--- src/rtl/bus_arbiter_if.sv ---
// MPU/DMA/memory bus bundle for bus_arbiter; slave modport is the arbiter's view.
// Master modport drives MPU and DMA requests and observes the arbitrated memory bus.
interface bus_arbiter_if #(
    parameter int CNT_WIDTH = 16
);
    logic [15:0]          MPU_AB;
    logic                 MPU_R_W;
    logic [7:0]           MPU_DB_OUT;
    logic                 RDY;
    logic                 DMA_REQ;
    logic [15:0]          DMA_AB;
    logic                 DMA_R_W;
    logic [7:0]           DMA_WD;
    logic                 DMA_GNT;
    logic [15:0]          A;
    logic                 WE;
    logic [7:0]           WD;
    logic                 BUSY;
    logic [CNT_WIDTH-1:0] STEAL_CNT;

    modport slave (
        input  MPU_AB, MPU_R_W, MPU_DB_OUT, DMA_REQ, DMA_AB, DMA_R_W, DMA_WD,
        output RDY, DMA_GNT, A, WE, WD, BUSY, STEAL_CNT
    );

    modport master (
        output MPU_AB, MPU_R_W, MPU_DB_OUT, DMA_REQ, DMA_AB, DMA_R_W, DMA_WD,
        input  RDY, DMA_GNT, A, WE, WD, BUSY, STEAL_CNT
    );
endinterface

--- src/rtl/bus_arbiter.sv ---
// Cycle-stealing DMA arbiter: grants MPU read cycles to DMA; BUS_ARBITER_FAIRNESS_EN adds a forced MPU cycle after MAX_BURST steals.
// Grant and bus mux are combinational (zero latency); MPU is stalled via RDY=0 only during reads.
module bus_arbiter #(
    parameter int MAX_BURST = 8,
    parameter int CNT_WIDTH = 16
) (
    input  logic          CLK,
    input  logic          RES_N,
    bus_arbiter_if.slave  bus
);

    typedef enum logic [1:0] {
        IDLE  = 2'd0,
        BURST = 2'd1,
        COOL  = 2'd2
    } state_t;

    if (MAX_BURST < 1 || MAX_BURST > 255) begin : g_bad_max_burst
        $error("bus_arbiter: MAX_BURST out of range 1..255");
    end

    state_t               r_state;
    state_t               w_state_nxt;
    logic [7:0]           r_burst_cnt;
    logic [7:0]           w_burst_nxt;
    logic [CNT_WIDTH-1:0] r_steal_cnt;
    logic [CNT_WIDTH-1:0] w_steal_nxt;
    logic                 w_grant;

    // RES_N is in the grant term so reset drops the bus asynchronously, mid-cycle.
    assign w_grant = bus.DMA_REQ & bus.MPU_R_W & RES_N & (r_state != COOL);

    assign bus.RDY       = ~w_grant;
    assign bus.DMA_GNT   = w_grant;
    assign bus.A         = w_grant ? bus.DMA_AB : bus.MPU_AB;
    assign bus.WD        = w_grant ? bus.DMA_WD : bus.MPU_DB_OUT;
    assign bus.WE        = RES_N & (w_grant ? ~bus.DMA_R_W : ~bus.MPU_R_W);
    assign bus.BUSY      = (r_state == BURST);
    assign bus.STEAL_CNT = r_steal_cnt;

    always_comb begin
        w_state_nxt = IDLE;
        w_burst_nxt = 8'd0;
        w_steal_nxt = r_steal_cnt;
        if (w_grant) begin
            if (r_steal_cnt != {CNT_WIDTH{1'b1}}) begin
                w_steal_nxt = r_steal_cnt + 1'b1;
            end
`ifdef BUS_ARBITER_FAIRNESS_EN
            // Counter never exceeds MAX_BURST-1 here, so the increment cannot wrap.
            if ((r_burst_cnt + 8'd1) == 8'(MAX_BURST)) begin
                w_state_nxt = COOL;
                w_burst_nxt = 8'd0;
            end else begin
                w_state_nxt = BURST;
                w_burst_nxt = r_burst_cnt + 8'd1;
            end
`else
            w_state_nxt = BURST;
            w_burst_nxt = (r_burst_cnt == 8'hFF) ? 8'hFF : r_burst_cnt + 8'd1;
`endif
        end
    end

    always_ff @(posedge CLK or negedge RES_N) begin
        if (!RES_N) begin
            r_state     <= IDLE;
            r_burst_cnt <= 8'd0;
            r_steal_cnt <= '0;
        end else begin
            r_state     <= w_state_nxt;
            r_burst_cnt <= w_burst_nxt;
            r_steal_cnt <= w_steal_nxt;
        end
    end

endmodule

--- src/flat_wrapper.sv ---
// flat-port wrapper written by rule: the top's interface ports become plain ports
module bus_arbiter_flat 
#(
    parameter int MAX_BURST = 8,
    parameter int CNT_WIDTH = 16
)
  (CLK, RES_N, bus_MPU_AB, bus_MPU_R_W, bus_MPU_DB_OUT, bus_DMA_REQ, bus_DMA_AB, bus_DMA_R_W, bus_DMA_WD, bus_RDY, bus_DMA_GNT, bus_A, bus_WE, bus_WD, bus_BUSY, bus_STEAL_CNT);
  bus_arbiter_if #(.CNT_WIDTH(CNT_WIDTH)) bus_i ();
  input  logic CLK;
  input  logic RES_N;
  input wire logic [$bits(bus_i.MPU_AB)-1:0] bus_MPU_AB;
  input wire logic [$bits(bus_i.MPU_R_W)-1:0] bus_MPU_R_W;
  input wire logic [$bits(bus_i.MPU_DB_OUT)-1:0] bus_MPU_DB_OUT;
  input wire logic [$bits(bus_i.DMA_REQ)-1:0] bus_DMA_REQ;
  input wire logic [$bits(bus_i.DMA_AB)-1:0] bus_DMA_AB;
  input wire logic [$bits(bus_i.DMA_R_W)-1:0] bus_DMA_R_W;
  input wire logic [$bits(bus_i.DMA_WD)-1:0] bus_DMA_WD;
  output wire logic [$bits(bus_i.RDY)-1:0] bus_RDY;
  output wire logic [$bits(bus_i.DMA_GNT)-1:0] bus_DMA_GNT;
  output wire logic [$bits(bus_i.A)-1:0] bus_A;
  output wire logic [$bits(bus_i.WE)-1:0] bus_WE;
  output wire logic [$bits(bus_i.WD)-1:0] bus_WD;
  output wire logic [$bits(bus_i.BUSY)-1:0] bus_BUSY;
  output wire logic [$bits(bus_i.STEAL_CNT)-1:0] bus_STEAL_CNT;
  assign bus_i.MPU_AB = bus_MPU_AB;
  assign bus_i.MPU_R_W = bus_MPU_R_W;
  assign bus_i.MPU_DB_OUT = bus_MPU_DB_OUT;
  assign bus_i.DMA_REQ = bus_DMA_REQ;
  assign bus_i.DMA_AB = bus_DMA_AB;
  assign bus_i.DMA_R_W = bus_DMA_R_W;
  assign bus_i.DMA_WD = bus_DMA_WD;
  assign bus_RDY = bus_i.RDY;
  assign bus_DMA_GNT = bus_i.DMA_GNT;
  assign bus_A = bus_i.A;
  assign bus_WE = bus_i.WE;
  assign bus_WD = bus_i.WD;
  assign bus_BUSY = bus_i.BUSY;
  assign bus_STEAL_CNT = bus_i.STEAL_CNT;
  bus_arbiter #(.MAX_BURST(MAX_BURST), .CNT_WIDTH(CNT_WIDTH)) u_core (.CLK(CLK), .RES_N(RES_N), .bus(bus_i));
endmodule
--- config.mk ---
export PLATFORM = sky130hd
export DESIGN_NAME = bus_arbiter_flat
export DESIGN_NICKNAME = d
export VERILOG_FILES = /design/src/rtl/bus_arbiter_if.sv /design/src/rtl/bus_arbiter.sv /design/src/flat_wrapper.sv
export SDC_FILE = /design/constraint.sdc
export NUM_CORES = 1
export LEC_CHECK = 0
export CORE_ASPECT_RATIO = 2
export CORE_MARGIN = 2
export CORE_UTILIZATION = 29
export DETAILED_ROUTE_END_ITERATION = 16
export PLACE_DENSITY = 0.8
export SYNTH_ARGS = -nofsm -noshare
export SYNTH_HDL_FRONTEND = slang
export SYNTH_SLANG_ARGS = --single-unit
--- constraint.sdc ---
create_clock -name CLK -period 1.8 [get_ports CLK]
set_input_delay 0.27 -clock CLK [delete_from_list [all_inputs] [get_ports CLK]]
set_output_delay 0.27 -clock CLK [all_outputs]
set_load 0.01 [all_outputs]
# After elaboration in Yosys (flattened, before gate mapping)
# Index checks and enable logic that the tools add are counted.
dict set report word_totals {
  reg_bits 18
  input_bits 53
  word_cells 18
}
dict set report classes {
  add_sub_neg 1
  n_eq_ne 3
  n_mux 4
  n_bitwise 7
  n_reduce_logical 1
}
# operator count
set op_table {}
lappend op_table {{$add A16 B1 Y16 const B} 1}
lappend op_table {{$mux W16} 1}
lappend op_table {{$ne A16 B16 Y1 const B} 1}
lappend op_table {{$mux W8} 1}
lappend op_table {{$and A1 B1 Y1} 4}
lappend op_table {{$not A1 Y1} 3}
lappend op_table {{$eq A2 B1 Y1 const B} 1}
lappend op_table {{$mux W1} 2}
lappend op_table {{$ne A2 B2 Y1 const B} 1}
lappend op_table {{$reduce_and A2 Y1} 1}

# Depth between registers and ports, before layout
# Gate-level depths: netlist of the first run.
dict set report logic_depth {
  depth_word 5
  mapped_depth 6
  depth_no_buf 5
}

# Worst setup path before layout of the first run
# No wires, ideal clock.
dict set report synth_path {
  path_type {flip-flop to flip-flop}
  start {register u_core.r_steal_cnt[0] (netlist: u_core.bus.STEAL_CNT[0])}
  end {register u_core.r_steal_cnt[1] (netlist: u_core.bus.STEAL_CNT[1])}
  setup_ns 0.125
  arrival_ns 1.642
  required_time_ns 1.675
  slack_ns 0.033
  stages_incl_launch_ff 6
  path_buffers 1
  path_cell_list {dfrtp_1 ha_1 nand4_1 o41ai_4 buf_6 mux2_4}
}
dict set report synth_via {
  elab_chain_cells 2
}
# element line
set synth_rtl {}
lappend synth_rtl {{start: declaration} bus_arbiter.sv:26} ;# logic [CNT_WIDTH-1:0] r_steal_cnt;
lappend synth_rtl {{start signal: assignment} bus_arbiter.sv:73} ;# r_steal_cnt <= w_steal_nxt;
lappend synth_rtl {{branches (longest 2 deep; another with $add A16 B1 Y16)} n/a}
# Several ways; the timed one is not identified.
# A chain may end at the register's enable or synchronous reset.

# Worst setup path after layout of the first run
dict set report layout_path {
  start {register u_core.r_steal_cnt[1] (netlist: u_core.bus.STEAL_CNT[1])}
  end {register u_core.r_steal_cnt[1] (netlist: u_core.bus.STEAL_CNT[1])}
}
# The elaborated chain is that of the path after synthesis.

==> flow_metrics.py, run 1 <==
metrics = {
    "clock_network": {
        "cts_buffer_depth": 2,
        "clk_latency_ns": 0.26,
        "cts-buffers-inserted": 3,
        "cts_sinks": 17,
        "cts_root_buf": "clkbuf_8",
        "cts_tree": "done",
        "clk_pin_slew_ns": 0.07,
        "h-tree-depth": 1,
    },
    "global_routing": {
        "grt_overflow_total": 0,
        "grt_pass1_wl_mm": 6.69,
        "grt_start_max_net_pins": 19,
        "grt_pass1_vias": 1597,
        "grtUsageTotal_pct": 20.5,
        "antenna_found_initial": 0,
    },
    "finish": {
        "multi_input_area_um2": 664,
        "drive_gt1_share_pct": 23.7,
        "fillers": 340,
        "area_growth_pct": 111,
        "nets": 333,
        "n_antenna_cell": 0,
        "fin_util_pct": 63.0,
        "regArea_um2": 425,
    },
    "floorplanning": {
        "dieArea_um2": 4410,
        "die_w_um": 48.0,
        "start_util_pct": 29.8,
        "ios": 97,
        "core_um2": 3760,
        "rows": 32,
        "die_y_um": 92.0,
    },
    "drt": {
        "initialDrtViolationCount": 28,
        "drt-total-wl_mm": 4.21,
        "wl_per_cell_um": 12.8,
        "first_pass_iters": 4,
        "num_vias": 1506,
        "drcViolationCount": 0,
        "viasPerCell": 4.58,
        "ant_nets": 0,
    },
    "timing": {
        "layout_worst_path_cycle_share_pct": 95.6,
        "whs_ns": 0.158,
        "slew_violations": 0,
        "worstMarginPinSlew_ns": 0.360,
        "setup_viol": 0,
        "rsz0062_at_grt": "yes",
        "hold_viol": 0,
        "max_freq_ghz": 0.581,
        "skew_ns": 0.00640,
        "period_needed_ns": 1.72,
        "fin_setup_tns_ns": 0,
        "max-slew-margin-rel_pct": 76.0,
    },
    "pwr": {
        "vdd_drop_max_uv": 470,
        "intPower_uw": 973,
        "power_frac_seq_pct": 33.1,
        "powerDensity_nw_per_um2": 593,
        "power_frac_comb_pct": 46.1,
        "p_sw_share_pct": 30.7,
        "p_leak_nw": 1.21,
        "power.switching_uw": 432,
        "pwr-share-clk_pct": 20.9,
    },
    "placed_design": {
        "gp_congestion": 0.870,
        "portBuffers": 96,
        "hpwl_mm": 3.29,
    },
    "critical_path": {
        "critPathArrivalTime_ns": 1.86,
        "r2r_start": "u_core.bus.STEAL_CNT[1]",
        "start_kind": "flip-flop",
        "crit_type": "reg2reg",
        "critPathRequiredTime_ns": 1.94,
        "worstSetupEndpointType": "flip-flop",
        "startpoint": "u_core.bus.STEAL_CNT[1]",
        "crit_fanout": 5,
    },
    "synthesis": {
        "yosys.area_share.adder_pct": 1.11,
        "synth_compound_area_share_pct": 3.12,
        "synth_mux_area_share_pct": 2.34,
        "syn_area_per_cell_um2": 7.29,
        "ys_seq_area_share_pct": 37.9,
        "synth_top_family_by_area": "simple AND/OR/NAND/NOR gates",
        "synthDistinctLibCells": 25,
        "netlist_instances": 154,
        "netlist_area_um2": 1120,
        "synth-simple-area-share_pct": 40.5,
        "syn_nets": 208,
        "synth-xor-area-share_pct": 10.9,
        "synth-seq-cells": 17,
        "ys.warnings.count": 0,
    },
    "min_path": {
        "min_path_type": "in2async",
    },
    "run": {
        "cap_violations": 0,
    },
    "run_status": {
        "outcome": "finished, final reports clean",
    },
}
[area by class of cell]
type	instances	area share, %
Timing Repair Buffer	127	49.0
Multi-Input combinational cell	128	28.0
Sequential cell	17	18.0
Tap cell	51	2.69
Clock buffer	3	1.74
Inverter	2	0.317
Clock inverter	1	0.211
[worst paths after layout]
path	slack (ns)	cells after the start	end
min in group CLK	0.52	1	u_core.bus.STEAL_CNT[15]
max reg2reg	0.08	5	u_core.bus.STEAL_CNT[1]
min reg2reg	0.52	1	u_core.bus.STEAL_CNT[15]
min	0.16	2	u_core.bus.STEAL_CNT[10]
max in group asynchronous	1.49	2	u_core.bus.STEAL_CNT[2]
max	0.08	5	u_core.bus.STEAL_CNT[1]
[sequential cells by signal, indices dropped and copies added, names as in the netlist]
name                  cells
u_core.bus.STEAL_CNT     16
u_core.r_state            1
[cells by family after synthesis]
| kind of cell | after synthesis |
|---|---|
| adder cells (fa/ha/maj) | 1 |
| buffers and inverters | 9 |
| flip-flops | 17 |
| multiplexers | 2 |
| XOR/XNOR | 14 |
| AND/OR/NAND/NOR | 109 |
| AO/OA/AOI/OAI | 2 |
[power by group through the flow]
stage | combinational (mW) | clock [mW] | sequential, mW
floorplan | 0.164 | 0 | 0.526
global placement | 0.655 | 0 | 0.467
detailed placement | 0.658 | 0 | 0.472
CTS | 0.646 | 0.295 | 0.465
global route | 0.698 | 0.311 | 0.471
finish | 0.648 | 0.293 | 0.464
[cell usage in the layout, fill, tap and decap left out, drive strengths merged]
cell type / instances
o41ai: 1
nor3: 4
xnor2: 1
and3: 2
nand3: 4
clkdlybuf4s15: 5
nand4: 5
mux2: 2
dfrtp: 17
dlygate4sd2: 6
ha: 1
and4: 1
clkinv: 1
clkbuf: 3
nor4: 3
buf: 50
a21boi: 1
xor2: 13
nor2: 8
nand2b: 1
nand2: 80
clkdlybuf4s50: 66
or2: 1
inv: 2
[routing by layer]
metal | wire, um | vias up | part of all wire, % | GRT usage, %
met5 | 0 | - | 0 | 0
met4 | 57 | 0 | 1.4 | 5.18
met3 | 424 | 6 | 10 | 5.91
met2 | 2200 | 91 | 52 | 35.7
met1 | 1520 | 669 | 36 | 22.9
li1 | - | 740 | - | -
[critical path, stage by stage (launching register included)]
cell and delay [ns]:
dfrtp_1 0.36, ha_1 0.21, nand4_1 0.17, o41ai_4 0.37, buf_4 0.21, mux2_4 0.29
[synthesized netlist by cell type, drive strengths merged]
cell	n	area, um2
and3	2	12.5
buf	4	27.5
nor2	8	30.0
nand2	80	300
a21boi	1	7.51
inv	2	7.50
xnor2	1	8.76
nor3	4	20.0
and4	1	8.76
nand4	5	31.3
o41ai	1	27.5
clkbuf	3	11.3
nand2b	1	6.26
dfrtp	17	425
nor4	3	18.8
or2	1	6.26
nand3	4	20.0
ha	1	12.5
mux2	2	26.3
xor2	13	114
[per-stage QoR]
stage          instances  worst slack (ns)  area (um2)  total power [mW]
2_1_floorplan        154            0.0333        1120             0.690
6_report             329            0.0800        2370              1.40
3_3_place_gp         315            -0.364        2290              1.12
3_5_place_dp         315            -0.366        2290              1.13
4_1_cts              328            0.0266        2360              1.41
5_1_grt              329           -0.0115        2370              1.48
[repair_timing]
action	CTS	global route
setup endpoints to repair	28	4
gates cloned	1	0
pin swaps	2	1
hold buffers	0	0
resized for setup	102	1
buffers inserted	8	1
(Power assumes the default switching activity.)
==> run 2: changes to the inputs <==
--- a/config.mk
+++ b/config.mk
@@ -8,6 +8,7 @@
 export CORE_ASPECT_RATIO = 2
 export CORE_MARGIN = 2
 export CORE_UTILIZATION = 29
+export CTS_CLUSTER_SIZE = 25
 export DETAILED_ROUTE_END_ITERATION = 16
 export PLACE_DENSITY = 0.8
 export SYNTH_ARGS = -nofsm -noshare
==> results of run 2 <==
The final DEF is identical to that of run 1; final timing and power are the same.
==> run 3: changes to the inputs <==
--- a/config.mk
+++ b/config.mk
@@ -7,10 +7,10 @@
 export LEC_CHECK = 0
 export CORE_ASPECT_RATIO = 2
 export CORE_MARGIN = 2
-export CORE_UTILIZATION = 29
+export CORE_UTILIZATION = 32
 export CTS_CLUSTER_SIZE = 25
 export DETAILED_ROUTE_END_ITERATION = 16
-export PLACE_DENSITY = 0.8
+export PLACE_DENSITY = 0.83
 export SYNTH_ARGS = -nofsm -noshare
 export SYNTH_HDL_FRONTEND = slang
 export SYNTH_SLANG_ARGS = --single-unit
==> constraint.sdc (replaced) <==
create_clock -name CLK -period 1.87 [get_ports CLK]
set_input_delay 0.2805 -clock CLK [delete_from_list [all_inputs] [get_ports CLK]]
set_output_delay 0.2805 -clock CLK [all_outputs]
set_load 0.01 [all_outputs]
==> run 3 against run 2 <==
  * Clock-buffer cell count up 1
  * Via count down 2.3%
  * Setup slack better by 0.050 ns
  * Register-to-register slack better by 0.05 ns
  * Wire length down 7.0%
  * Fmax down 1.1%
  * Non-clock buffer count down 5
  * Sequential share of layout area up 0.14 points
  * Sequential power down 4.3%
  * Cell count down 7.3%
==> flow_metrics.py, run 3 (synthesized netlist as in run 1, its figures left out) <==
metrics = {
    "drt": {
        "drt-total-wl_mm": 3.91,
        "initialDrtViolationCount": 21,
        "drcViolationCount": 0,
        "ant_nets": 0,
        "drt-met1-wl_mm": 1.26,
        "wl_met3_um": 284,
        "num_vias": 1472,
        "wl_per_cell_um": 12.8,
        "top_layer_used": "met4",
        "met2_length_mm": 2.25,
        "viasPerCell": 4.83,
        "first_pass_iters": 4,
    },
    "clock_network": {
        "cts_root_buf": "clkbuf_8",
        "cts_sinks": 17,
        "h-tree-depth": 1,
        "cts-buffers-inserted": 3,
        "cts_tree": "done",
        "clk_pin_slew_ns": 0.06,
        "clk_latency_ns": 0.25,
        "cts_buffer_depth": 2,
    },
    "placed_design": {
        "portBuffers": 96,
        "place_inst": 297,
        "post_dp_cell_area_um2": 2270,
        "hpwl_mm": 3.16,
        "post-place-ws_ns": -0.307,
        "gp_congestion": 0.834,
    },
    "timing": {
        "setup_ws_ns": 0.130,
        "slew_violations": 0,
        "max_freq_ghz": 0.575,
        "max-slew-margin-rel_pct": 75.9,
        "period_needed_ns": 1.74,
        "worstMarginPinSlew_ns": 0.360,
        "layout_worst_path_cycle_share_pct": 93.0,
        "hold_viol": 0,
        "rsz0062_at_grt": "no",
        "setup_viol": 0,
        "skew_ns": 0.00279,
    },
    "finish": {
        "stdcell_area_um2": 2350,
        "area_growth_pct": 109,
        "drive_gt1_share_pct": 17.9,
        "layout_common_cells": "nand2_1, clkdlybuf4s50_1, buf_4",
        "fin_util_pct": 69.6,
        "regArea_um2": 425,
        "layout_commonest_cell": "nand2_1",
        "nets": 328,
        "n_antenna_cell": 0,
        "instances_no_fill": 305,
        "largest_reg_flops": 16,
        "fillers": 260,
        "multi_input_area_um2": 656,
    },
    "critical_path": {
        "crit_fanout": 5,
        "crit_type": "reg2reg",
        "crit_chain": "ha_1 > nand4_1 > o41ai_4 > buf_4 > mux2_4",
        "r2r_slack_ns": 0.13,
        "critPathArrivalTime_ns": 1.88,
        "rr_worst_depth": 5,
        "rr_endpoint": "u_core.bus.STEAL_CNT[1]",
        "slowest_stage": "dfrtp_1",
        "start_kind": "flip-flop",
        "worstSetupEndpointType": "flip-flop",
        "slowest_delay_ns": 0.35,
        "critPathRequiredTime_ns": 2.01,
        "r2r_start": "u_core.bus.STEAL_CNT[1]",
    },
    "floorplanning": {
        "ios": 97,
        "rows": 30,
        "dieArea_um2": 4030,
        "core_um2": 3380,
        "die_y_um": 87.8,
        "start_util_pct": 33.2,
        "die_w_um": 45.9,
    },
    "pwr": {
        "p_leak_nw": 1.20,
        "powerDensity_nw_per_um2": 566,
        "vdd_drop_max_uv": 311,
        "p_total_mw": 1.33,
    },
    "global_routing": {
        "grtUsageTotal_pct": 21.8,
        "antenna_found_initial": 0,
        "grt_pass1_wl_mm": 6.59,
        "grt_start_max_net_pins": 19,
        "grt_pass1_vias": 1575,
        "grt_overflow_total": 0,
    },
    "run": {
        "cap_violations": 0,
    },
    "min_path": {
        "min_path_type": "in2async",
    },
    "run_status": {
        "outcome": "finished, final reports clean",
    },
}
-- run 3: worst max-delay path: cells and delay by family, from the launching register on --
family | cells | cell delay, ns
AO/OA/AOI/OAI | 1 | 0.35
adder cells (fa/ha/maj) | 1 | 0.21
buffers and inverters | 1 | 0.22
flip-flops | 1 | 0.35
multiplexers | 1 | 0.29
AND/OR/NAND/NOR | 1 | 0.20
-- run 3: cell type report --
class | instances | share of cell area (%)
Clock buffer | 4 | 1.92
Inverter | 2 | 0.319
Multi-Input combinational cell | 128 | 27.9
Sequential cell | 17 | 18.1
Tap cell | 32 | 1.70
Timing Repair Buffer | 122 | 50.1
-- run 3: stage by stage --
step                      setup TNS (ns)  hold WS (ns)
final                                  0         0.136
after global routing                   0         0.151
after CTS                       -0.00512         0.129
after detailed placement           -7.65         0.499
after global placement             -7.39         0.479
after floorplan                        0       -0.0151
-- run 3: worst max path at each step --
stage / start / to / cells past startpoint
finish: u_core.bus.STEAL_CNT[1] / u_core.bus.STEAL_CNT[1] / 5
global route: u_core.bus.STEAL_CNT[1] / u_core.bus.STEAL_CNT[1] / 5
CTS: bus_DMA_REQ / bus_A[10] / 7
detailed placement: RES_N / bus_A[0] / 6
global placement: RES_N / bus_A[0] / 6
floorplan: u_core.bus.STEAL_CNT[0] / u_core.bus.STEAL_CNT[1] / 5
-- run 3: layer usage --
metal	track usage [%]	vias up
met5	0	-
met4	10.9	0
met3	4.74	10
met2	40.5	71
met1	20.6	657
li1	-	734
-- run 3: power breakdown --
group	total (mW)	internal, mW	leakage (nW)	switching [mW]
registers	0.444	0.418	0.230	0.0259
clock network	0.274	0.151	0.0228	0.123
logic	0.613	0.372	0.950	0.241
total	1.33	0.942	1.20	0.389
-- run 3: timing repair --
item	4_1_cts	5_1_grt
gates resized for setup	59	12
hold buffers	0	0
setup endpoints to repair	29	23
pin swaps	2	1
gates cloned	1	0
setup buffers	3	0
